<file path="config.mk">
export PLATFORM = sky130hd
export DESIGN_NAME = uart_time_rx
export DESIGN_NICKNAME = d
export VERILOG_FILES = /design/src/rtl/uart_time_pkg.sv /design/src/rtl/uart_rx_core.sv /design/src/rtl/uart_time_rx.sv
export SDC_FILE = /design/constraint.sdc
export NUM_CORES = 1
export LEC_CHECK = 0
export BUFFER_PORTS_ARGS = -buffer_cell sky130_fd_sc_hd__buf_2
export CORE_ASPECT_RATIO = 1.2
export CORE_MARGIN = 2
export CORE_UTILIZATION = 55
export DETAILED_ROUTE_END_ITERATION = 12
export GPL_TIMING_DRIVEN = 0
export PLACE_DENSITY = 0.83
export SLEW_MARGIN = 30
export SYNTH_ARGS = -nofsm -noshare
export SYNTH_HDL_FRONTEND = slang
export SYNTH_SLANG_ARGS = --single-unit
</file>
<file path="constraint.sdc">
create_clock -name clk -period 4.45 [get_ports clk]
set_input_delay 0.445 -clock clk [delete_from_list [all_inputs] [get_ports clk]]
set_output_delay 0.445 -clock clk [all_outputs]
set_load 0.05 [all_outputs]
</file>
<file path="src/rtl/uart_time_pkg.sv">
// Shared constants, state types and field helpers for the UART time-set receiver.
package uart_time_pkg;

    localparam logic [7:0] ASCII_T  = 8'h54;
    localparam logic [7:0] ASCII_CR = 8'h0D;
    localparam logic [7:0] ASCII_0  = 8'h30;

    // Packed time word layout: hour | min | sec | csec
    localparam int HOUR_LSB = 19;
    localparam int HOUR_W   = 5;
    localparam int MIN_LSB  = 13;
    localparam int MIN_W    = 6;
    localparam int SEC_LSB  = 7;
    localparam int SEC_W    = 6;
    localparam int CSEC_LSB = 0;
    localparam int CSEC_W   = 7;

    localparam logic [23:0] RESET_TIME = 24'h600000;

    typedef enum logic [1:0] {IDLE, START, DATA, STOP} rx_state_t;
    typedef enum logic [1:0] {P_IDLE, P_DIGIT, P_END} parse_state_t;

    // Two BCD digits to a binary value; kept at 7 bits so range checks see the true value.
    function automatic logic [6:0] two_digit(input logic [3:0] tens, input logic [3:0] ones);
        return ({3'b000, tens} * 7'd10) + {3'b000, ones};
    endfunction

endpackage

</file>
<file path="src/rtl/uart_rx_core.sv">
// 8N1 UART receiver: input synchronizer, 16x oversample tick and bit-level FSM.
//
// state | meaning
// IDLE  | waiting for a falling edge on the synchronized line
// START | counting to mid start bit; a high line there is a glitch
// DATA  | sampling 8 data bits LSB first, one every 16 ticks
// STOP  | sampling the stop bit; high -> byte valid, low -> framing error
module uart_rx_core
    import uart_time_pkg::*;
#(
    parameter int CLK_FREQ = 100_000_000,
    parameter int BAUD     = 9600
) (
    input  logic       clk,
    input  logic       reset,
    input  logic       rx,
    output logic [7:0] rx_data,
    output logic       rx_valid,
    output logic       frame_err
);

    localparam int DIV   = CLK_FREQ / (BAUD * 16);
    localparam int DIV_W = (DIV > 1) ? $clog2(DIV) : 1;

    logic             rx_meta, rx_sync, rx_prev;
    logic             fall;
    logic [DIV_W-1:0] div_cnt;
    logic             tick;
    logic [3:0]       phase;
    logic [2:0]       bit_cnt;
    logic [7:0]       shift;
    rx_state_t        state, state_nxt;
    logic             phase_clr, sample_bit, valid_set, ferr_set;

    // Two-flop synchronizer plus one history flop for edge detection; all idle high.
    always_ff @(posedge clk or posedge reset) begin
        if (reset) begin
            rx_meta <= 1'b1;
            rx_sync <= 1'b1;
            rx_prev <= 1'b1;
        end else begin
            rx_meta <= rx;
            rx_sync <= rx_meta;
            rx_prev <= rx_sync;
        end
    end

    assign fall = rx_prev & ~rx_sync;

    // Free-running oversample divider; one tick each time the down-counter hits zero.
    always_ff @(posedge clk or posedge reset) begin
        if (reset)
            div_cnt <= DIV_W'(DIV - 1);
        else if (tick)
            div_cnt <= DIV_W'(DIV - 1);
        else
            div_cnt <= div_cnt - DIV_W'(1);
    end

    assign tick = (div_cnt == '0);

    // Bit FSM state register.
    always_ff @(posedge clk or posedge reset) begin
        if (reset)
            state <= IDLE;
        else
            state <= state_nxt;
    end

    // Bit FSM next state and datapath controls.
    always_comb begin
        state_nxt  = state;
        phase_clr  = 1'b0;
        sample_bit = 1'b0;
        valid_set  = 1'b0;
        ferr_set   = 1'b0;
        case (state)
            IDLE: begin
                if (fall) begin
                    state_nxt = START;
                    phase_clr = 1'b1;
                end
            end
            START: begin
                if (tick && phase == 4'd7) begin
                    phase_clr = 1'b1;
                    state_nxt = rx_sync ? IDLE : DATA;
                end
            end
            DATA: begin
                if (tick && phase == 4'd15) begin
                    sample_bit = 1'b1;
                    if (bit_cnt == 3'd7)
                        state_nxt = STOP;
                end
            end
            STOP: begin
                if (tick && phase == 4'd15) begin
                    state_nxt = IDLE;
                    valid_set = rx_sync;
                    ferr_set  = ~rx_sync;
                end
            end
            default: state_nxt = IDLE;
        endcase
    end

    // Tick phase, bit counter, shift register and registered strobes.
    always_ff @(posedge clk or posedge reset) begin
        if (reset) begin
            phase     <= '0;
            bit_cnt   <= '0;
            shift     <= '0;
            rx_data   <= '0;
            rx_valid  <= 1'b0;
            frame_err <= 1'b0;
        end else begin
            if (phase_clr) begin
                phase   <= '0;
                bit_cnt <= '0;
            end else if (tick) begin
                phase <= phase + 4'd1;
            end
            if (sample_bit) begin
                shift   <= {rx_sync, shift[7:1]};
                bit_cnt <= bit_cnt + 3'd1;
            end
            if (valid_set)
                rx_data <= shift;
            rx_valid  <= valid_set;
            frame_err <= ferr_set;
        end
    end

endmodule

</file>
<file path="src/rtl/uart_time_rx.sv">
// Serial time-set receiver: parses 'T' HHMMSSCC CR commands into the packed watch time word.
//
// state   | meaning
// P_IDLE  | no command open; non-'T' bytes are ignored
// P_DIGIT | collecting the eight time digits
// P_END   | all digits in; waiting for CR to validate and load
module uart_time_rx
    import uart_time_pkg::*;
#(
    parameter int CLK_FREQ = 100_000_000,
    parameter int BAUD     = 9600
) (
    input  logic        clk,
    input  logic        reset,
    input  logic        i_rx,
    output logic [23:0] o_time,
    output logic        o_load,
    output logic [7:0]  o_rx_data,
    output logic        o_rx_valid,
    output logic        o_frame_err,
    output logic        o_cmd_err
);

    logic [7:0]   rx_data;
    logic         rx_valid, frame_err;
    parse_state_t p_state, p_state_nxt;
    logic [2:0]   dig_cnt;
    logic [3:0]   digits [8];
    logic [6:0]   hour_val, min_val, sec_val, csec_val;
    logic         in_range, is_digit;
    logic [23:0]  time_new;
    logic         cnt_clr, dig_we, load_set, err_set;

    uart_rx_core #(
        .CLK_FREQ (CLK_FREQ),
        .BAUD     (BAUD)
    ) u_core (
        .clk       (clk),
        .reset     (reset),
        .rx        (i_rx),
        .rx_data   (rx_data),
        .rx_valid  (rx_valid),
        .frame_err (frame_err)
    );

    assign o_rx_data   = rx_data;
    assign o_rx_valid  = rx_valid;
    assign o_frame_err = frame_err;

    assign is_digit = (rx_data >= ASCII_0) && (rx_data <= ASCII_0 + 8'd9);

    // Field composition and range check at full 7-bit width before truncation.
    always_comb begin
        hour_val = two_digit(digits[0], digits[1]);
        min_val  = two_digit(digits[2], digits[3]);
        sec_val  = two_digit(digits[4], digits[5]);
        csec_val = two_digit(digits[6], digits[7]);
        in_range = (hour_val <= 7'd23) && (min_val <= 7'd59) && (sec_val <= 7'd59);
        time_new = '0;
        time_new[HOUR_LSB +: HOUR_W] = hour_val[HOUR_W-1:0];
        time_new[MIN_LSB  +: MIN_W]  = min_val[MIN_W-1:0];
        time_new[SEC_LSB  +: SEC_W]  = sec_val[SEC_W-1:0];
        time_new[CSEC_LSB +: CSEC_W] = csec_val;
    end

    // Parser state register.
    always_ff @(posedge clk or posedge reset) begin
        if (reset)
            p_state <= P_IDLE;
        else
            p_state <= p_state_nxt;
    end

    // Parser next state; 'T' restarts from anywhere, a framing error aborts the command.
    always_comb begin
        p_state_nxt = p_state;
        cnt_clr     = 1'b0;
        dig_we      = 1'b0;
        load_set    = 1'b0;
        err_set     = 1'b0;
        if (rx_valid) begin
            if (rx_data == ASCII_T) begin
                p_state_nxt = P_DIGIT;
                cnt_clr     = 1'b1;
            end else begin
                case (p_state)
                    P_DIGIT: begin
                        if (is_digit) begin
                            dig_we = 1'b1;
                            if (dig_cnt == 3'd7)
                                p_state_nxt = P_END;
                        end else begin
                            err_set     = 1'b1;
                            p_state_nxt = P_IDLE;
                        end
                    end
                    P_END: begin
                        p_state_nxt = P_IDLE;
                        if (rx_data == ASCII_CR && in_range)
                            load_set = 1'b1;
                        else
                            err_set = 1'b1;
                    end
                    default: p_state_nxt = P_IDLE;
                endcase
            end
        end
        if (frame_err)
            p_state_nxt = P_IDLE;
    end

    // Digit storage, time register and command strobes.
    always_ff @(posedge clk or posedge reset) begin
        if (reset) begin
            dig_cnt   <= '0;
            for (int i = 0; i < 8; i++)
                digits[i] <= '0;
            o_time    <= RESET_TIME;
            o_load    <= 1'b0;
            o_cmd_err <= 1'b0;
        end else begin
            if (cnt_clr)
                dig_cnt <= '0;
            else if (dig_we) begin
                digits[dig_cnt] <= rx_data[3:0];
                dig_cnt         <= dig_cnt + 3'd1;
            end
            if (load_set)
                o_time <= time_new;
            o_load    <= load_set;
            o_cmd_err <= err_set;
        end
    end

endmodule

</file>
* After elaboration in Yosys (flattened, before gate mapping)
Index checks and enable logic that the tools add are counted.
W data, S select, Z words.
** Operators by class
- Add/subtract/negate cells :: 8
- Multiply operators :: 4
- Magnitude comparators :: 7
- Equal/unequal tests :: 17
- Muxes and demuxes :: 47
- Bitwise logic cells :: 4
- Reductions and logical operators :: 16
** Operator list (number)
- $bwmux W32 :: 1
- $add A7 B4 Y7 :: 4
- $mul A4 B3 Y6 const B :: 4
- $mux W2 :: 12
- $mux W1 :: 22
- $le A7 B6 Y1 const B :: 2
- $demux W4 S3 :: 1
- $mux W3 :: 4
- $mux W4 :: 3
- $logic_not A10 Y1 :: 1
- $mux W10 :: 1
- $ne A2 B1 Y1 const B :: 5
- $sub A10 B1 Y10 const B :: 1
- $eq A8 B4 Y1 const B :: 1
- $eq A8 B7 Y1 const B :: 1
- $ge A8 B6 Y1 const B :: 1
- $le A8 B6 Y1 const B :: 1
- $pmux W2 S4 :: 1
- $reduce_bool A2 Y1 :: 4
- $le A7 B5 Y1 const B :: 1
- $logic_and A1 B1 Y1 :: 7
- $add A3 B1 Y3 const B :: 2
- $eq A2 B2 Y1 const B :: 3
- $eq A3 B3 Y1 const B :: 2
- other kinds (14) :: 18
** Word-level totals
- Register bits :: 103
- Input bits :: 3
- Output and inout port bits :: 36
- Logic and storage cells :: 127

* Longest topological paths before layout
- Depth after elaboration :: 10
- Depth in mapped cells :: 12
- Depth with buffers taken out :: 10

* Modules after synthesis
Synthesis repeated with hierarchy kept, for this count alone.
** Unflattened totals
- Cells, all modules :: 434
- Area total of the unflattened synthesis :: 5383.9 sq um
** Modules (own cells, without submodules)
- uart_time_rx :: instances 1, cells each 288, area each 3569.7 sq um, seq. area each 1579.0 sq um
- uart_rx_core :: instances 1, cells each 146, area each 1814.2 sq um, seq. area each 1009.7 sq um

* Least setup slack after synthesis
OpenSTA, ideal clock, no wires.
- Kind :: reg-to-reg
- Start :: register digits[13] in the netlist's numbering
- End :: register o_time[0]
- Library setup time :: 125 ps
- Data arrival time :: 3123 ps
- Data required time :: 4325 ps
- Setup slack :: 1202 ps
- Cell stages (with the launch flop) :: 13
- Path buffers :: 2
- Period minus slack after synthesis :: 3248 ps
- Cells stage by stage :: dfrtp_1 > ha_1 > ha_1 > inv_1 > fa_1 > nand3_1 > a211oi_1 > maj3_2 > o21a_1 > or4_4 > buf_6 > buf_6 > mux2_4
** On the way
- Cells in the longest elaborated chain, start to end :: 9
** RTL lines
- start, declared :: RTL line uart_time_rx.sv:28 : logic [3:0] digits [8];
- start signal, assigned by index :: RTL line uart_time_rx.sv:125 : digits[dig_cnt] <= rx_data[3:0];
- $mul A4 B3 Y6 :: RTL line uart_time_pkg.sv:25 : return ({3'b000, tens} * 7'd10) + {3'b000, ones};
- $add A7 B4 Y7 :: RTL line uart_time_pkg.sv:25
- $le A7 B6 Y1 :: RTL line uart_time_rx.sv:58 : in_range = (hour_val <= 7'd23) && (min_val <= 7'd59) && (sec_val <= 7'd59);
- $logic_and A1 B1 Y1 :: RTL line uart_time_rx.sv:58
- $logic_and A1 B1 Y1 :: RTL line uart_time_rx.sv:99 : if (rx_data == ASCII_CR && in_range)
- $mux W1 :: RTL line uart_time_rx.sv:99
- $mux W1 :: RTL line uart_time_rx.sv:86 : case (p_state)
- $mux W1 :: RTL line uart_time_rx.sv:82 : if (rx_data == ASCII_T) begin
- $mux W1 :: RTL line uart_time_rx.sv:81 : if (rx_valid) begin
- end signal, assigned :: RTL line uart_time_rx.sv:129 : o_time <= time_new;
- end, declared :: RTL line uart_time_rx.sv:16 : output logic [23:0] o_time,
No other way between the ends.
A chain may end at the register's enable or synchronous reset.

* Worst setup path in the final report
- Start :: register digits[13] in the netlist's numbering
- End :: register o_time[20]
The elaborated chain is that of the path after synthesis.

==> impl_metrics.tcl <==
set metrics [dict create \
    outcome "finished clean" \
    synthCells 432 \
    insertion_delay_ns 0.37 \
    io_buffer_count 38 \
    io_pins 39 \
    dieArea_mm2 0.0103 \
    drt_iter0_markers 123 \
    leakage_nw 2.94 \
    vias 3300 \
    drc 0 \
    finalSetupTns_ns 0 \
    synth.ff_latch_count 103 \
    yosys-top-cells-area "dfrtp_1 45%, mux2_2 11%, ha_1 7.7%" \
    p_seq_frac 0.620 \
    crit_path_end_kind "register" \
    num_rows 38 \
    synth_fa_ha_area_frac 0.112 \
    synthXorXnorAreaFrac 0.0437 \
    synth_top_area_share 0.451 \
    grt_remaining_overflow 0 \
    ys_warn_count 0 \
    fin_total_pwr_mw 1.52 \
    die-height_um 111 \
    synthMuxAreaShare 0.164 \
    hp-class "in2async" \
    ys_types 43 \
    crit_start "digits[13]" \
    cts_setup_buffers 0 \
    p_per_area_mw_per_mm2 264 \
    period_needed_ns 3.52 \
    maxCapViolCount 0 \
    rr_startpoint "digits[13]" \
    crit_required_ns 4.70 \
    p_sw_frac 0.215 \
    synth-edff-count 0 \
    holdWs_ns 0.0271 \
    grt_max_degree 77 \
    grt_setup_unrepaired "false" \
    synth_largest_area_cell "dfrtp_1" \
    slew_headroom 0.565 \
    crit_end "o_time[20]" \
    htree_levels 3 \
    grt_pass1_wl_um 15900 \
    final_hold_viol_count 0 \
    arrival_ns 3.77 \
    vias_per_cell 5.45 \
    ys.flop_type "dfrtp_1" \
    clk_pin_slew_ns 0.09 \
    track_usage 0.195 \
    drive_above_1_share 0.280 \
    cts_hold_buf 0 \
    synth_compound_area_frac 0.0482 \
    gr-max-usage-layer "met2" \
    path_max_fanout 10 \
    rr_endpoint "o_time[20]" \
    wl_per_cell_um 15.2 \
    use_met1 0.239 \
    path_class "reg2reg" \
    skew_ns 0.0142 \
    start_util 0.571 \
    post_cts_resized 0 \
    drv_slew 0 \
    grt_use_met2 0.341 \
    use_met3 0.0292 \
    finalCritPeriodShare 0.791 \
    ys_seq_area_frac 0.496 \
    n_antenna_cell 0 \
    cts_tree "built" \
    r2r_setup_slack_ns 0.93 \
    cts_root_buf "clkbuf_8" \
    drt_wl_total_um 9190 \
    clkSinkCount 103 \
    power_frac_comb 0.020 \
    r2r_cells 12 \
    ys_async_sr_fraction 1.00 \
    p_switching_mw 0.328 \
    setup_viol 0 \
    fp.dieW_um 92.9 \
    cts_buffers 9 \
    tightest_slew_ns 0.651 \
    dr.pass1.iters 4 \
    p_int_mw 1.20 \
    vdd_drop_max_mv 0.151 \
    syn-num-nets 475 \
    synth_area_mm2 0.00522 \
    cp-start-kind "register" \
    synthSimpleGateAreaFrac 0.0959 \
    dpl.hpwl_um 6700 \
    core_area_mm2 0.00913 \
    place_congestion 0.854 \
    fmax_ghz 0.284 \
    final_nets 525 \
    grt_pass1_vias 3421 \
    p_clk_frac 0.360 \
    antenna_found_initial 0 \
    antenna_left 0 \
    synth_top_family_by_area "multiplexers" \
    clockBufferDepth 2 \
    area_growth_pct 10.7 \
    syn_area_per_cell_um2 12.1 \
]
Yosys cell counts, drive strengths merged (2+ instances only):
cell,n
mux2i,6
nand2,19
clkbuf,11
mux2,66
nor2,27
nor4,3
nand3,14
nor2b,3
buf,3
maj3,2
inv,36
o21ai,14
xor2,9
o21a,2
nor3,6
nand4,8
a21oi,14
xnor2,17
fa,8
a211oi,3
a22o,2
or4,3
dfstp,9
nand3b,2
or3,3
o211ai,2
a21o,2
ha,32
dfrtp,94
nor3b,3
metrics by stage:
stage / area (µm²) / setup slack (ns) / util / std cells
final: 5770 / 0.929 / 0.632 / 606
after global routing: 5770 / 0.793 / 0.632 / 606
after CTS: 5770 / 0.921 / 0.632 / 606
after floorplan: 5220 / 1.20 / - / 432
after detailed placement: 5590 / 0.938 / 0.612 / 591
after global placement: 5560 / 0.330 / 0.609 / 590
state kept, by name (all words and copies together) (netlist names), 2 cells and up, named ones only:
name            cells
u_core.div_cnt     10
o_time             24
u_core.rx_data      8
p_state             2
u_core.phase        4
dig_cnt             3
u_core.shift        8
digits             32
u_core.bit_cnt      3
how the worst min path moves through the flow:
stage	end	slack [ns]	cells past startpoint
final	o_time[0]	0.03	2
after global routing	o_time[3]	0.05	2
after CTS	o_time[1]	0.02	2
after detailed placement	u_core.rx_sync	0.35	0
after global placement	u_core.rx_sync	0.35	0
after floorplan	u_core.rx_sync	0.35	0
per-layer routing:
layer	up-vias	wire [µm]	share of wire
met5	-	0	0
met4	0	198	0.022
met3	13	236	0.026
met2	39	4830	0.53
met1	1655	3920	0.43
li1	1593	-	-
placed cells by master, fill, tap and decap left out, types with 2 or more instances in the layout:
cell,count
xnor2_1,17
a21oi_1,14
or4_1,2
dfstp_2,9
nor3b_1,3
o211ai_1,2
fa_1,8
a21o_1,2
clkbuf_8,12
nand2_1,19
clkbuf_1,12
o21a_1,2
nand4_1,8
nor2b_1,3
buf_2,38
or3_1,3
nand3b_1,2
nor2_1,26
o21ai_0,14
inv_1,35
a211oi_1,3
buf_6,3
mux2_2,52
mux2_4,14
mux2i_1,6
inv_6,2
nor4_1,3
nor3_1,6
a22o_1,2
xor2_1,9
nand3_1,14
dfrtp_1,94
ha_1,32
cells by family (layout without fill, tap and decap cells):
kind of cell | after synthesis | after routing
buf+inv | 50 | 104
fa+ha+maj | 42 | 42
xor+xnor | 26 | 26
mux | 72 | 72
simple gates | 97 | 97
flops | 103 | 103
compound gates | 42 | 42
cell type report:
type	instances	area, µm²
fillers	722	3360
flip-flops and latches	103	2590
multi-input cells	279	2420
repair buffers	39	218
clock buffers	13	169
well taps	120	150
inverters	36	140
plain buffers	14	75.1
clock inverters	2	13.8
critical path: stages, from the launching register on:
cell and delay (ns):
dfrtp_1 0.44, ha_1 0.33, ha_1 0.20, inv_1 0.06
fa_1 0.48, nand3_1 0.13, a211oi_1 0.08, maj3_2 0.31
o21a_1 0.21, or4_4 0.53, buf_6 0.16, buf_6 0.16
mux2_4 0.30
power groups by stage:
stage | Clock (mW) | Sequential, mW | Combinational (mW)
6_report | 0.549 | 0.945 | 0.0299
3_5_place_dp | 0 | 0.963 | 0.0310
4_1_cts | 0.562 | 0.945 | 0.0311
2_1_floorplan | 0 | 0.962 | 0.0202
5_1_grt | 0.599 | 0.946 | 0.0359
3_3_place_gp | 0 | 0.963 | 0.0258
Power figures use the tool's default switching activity.
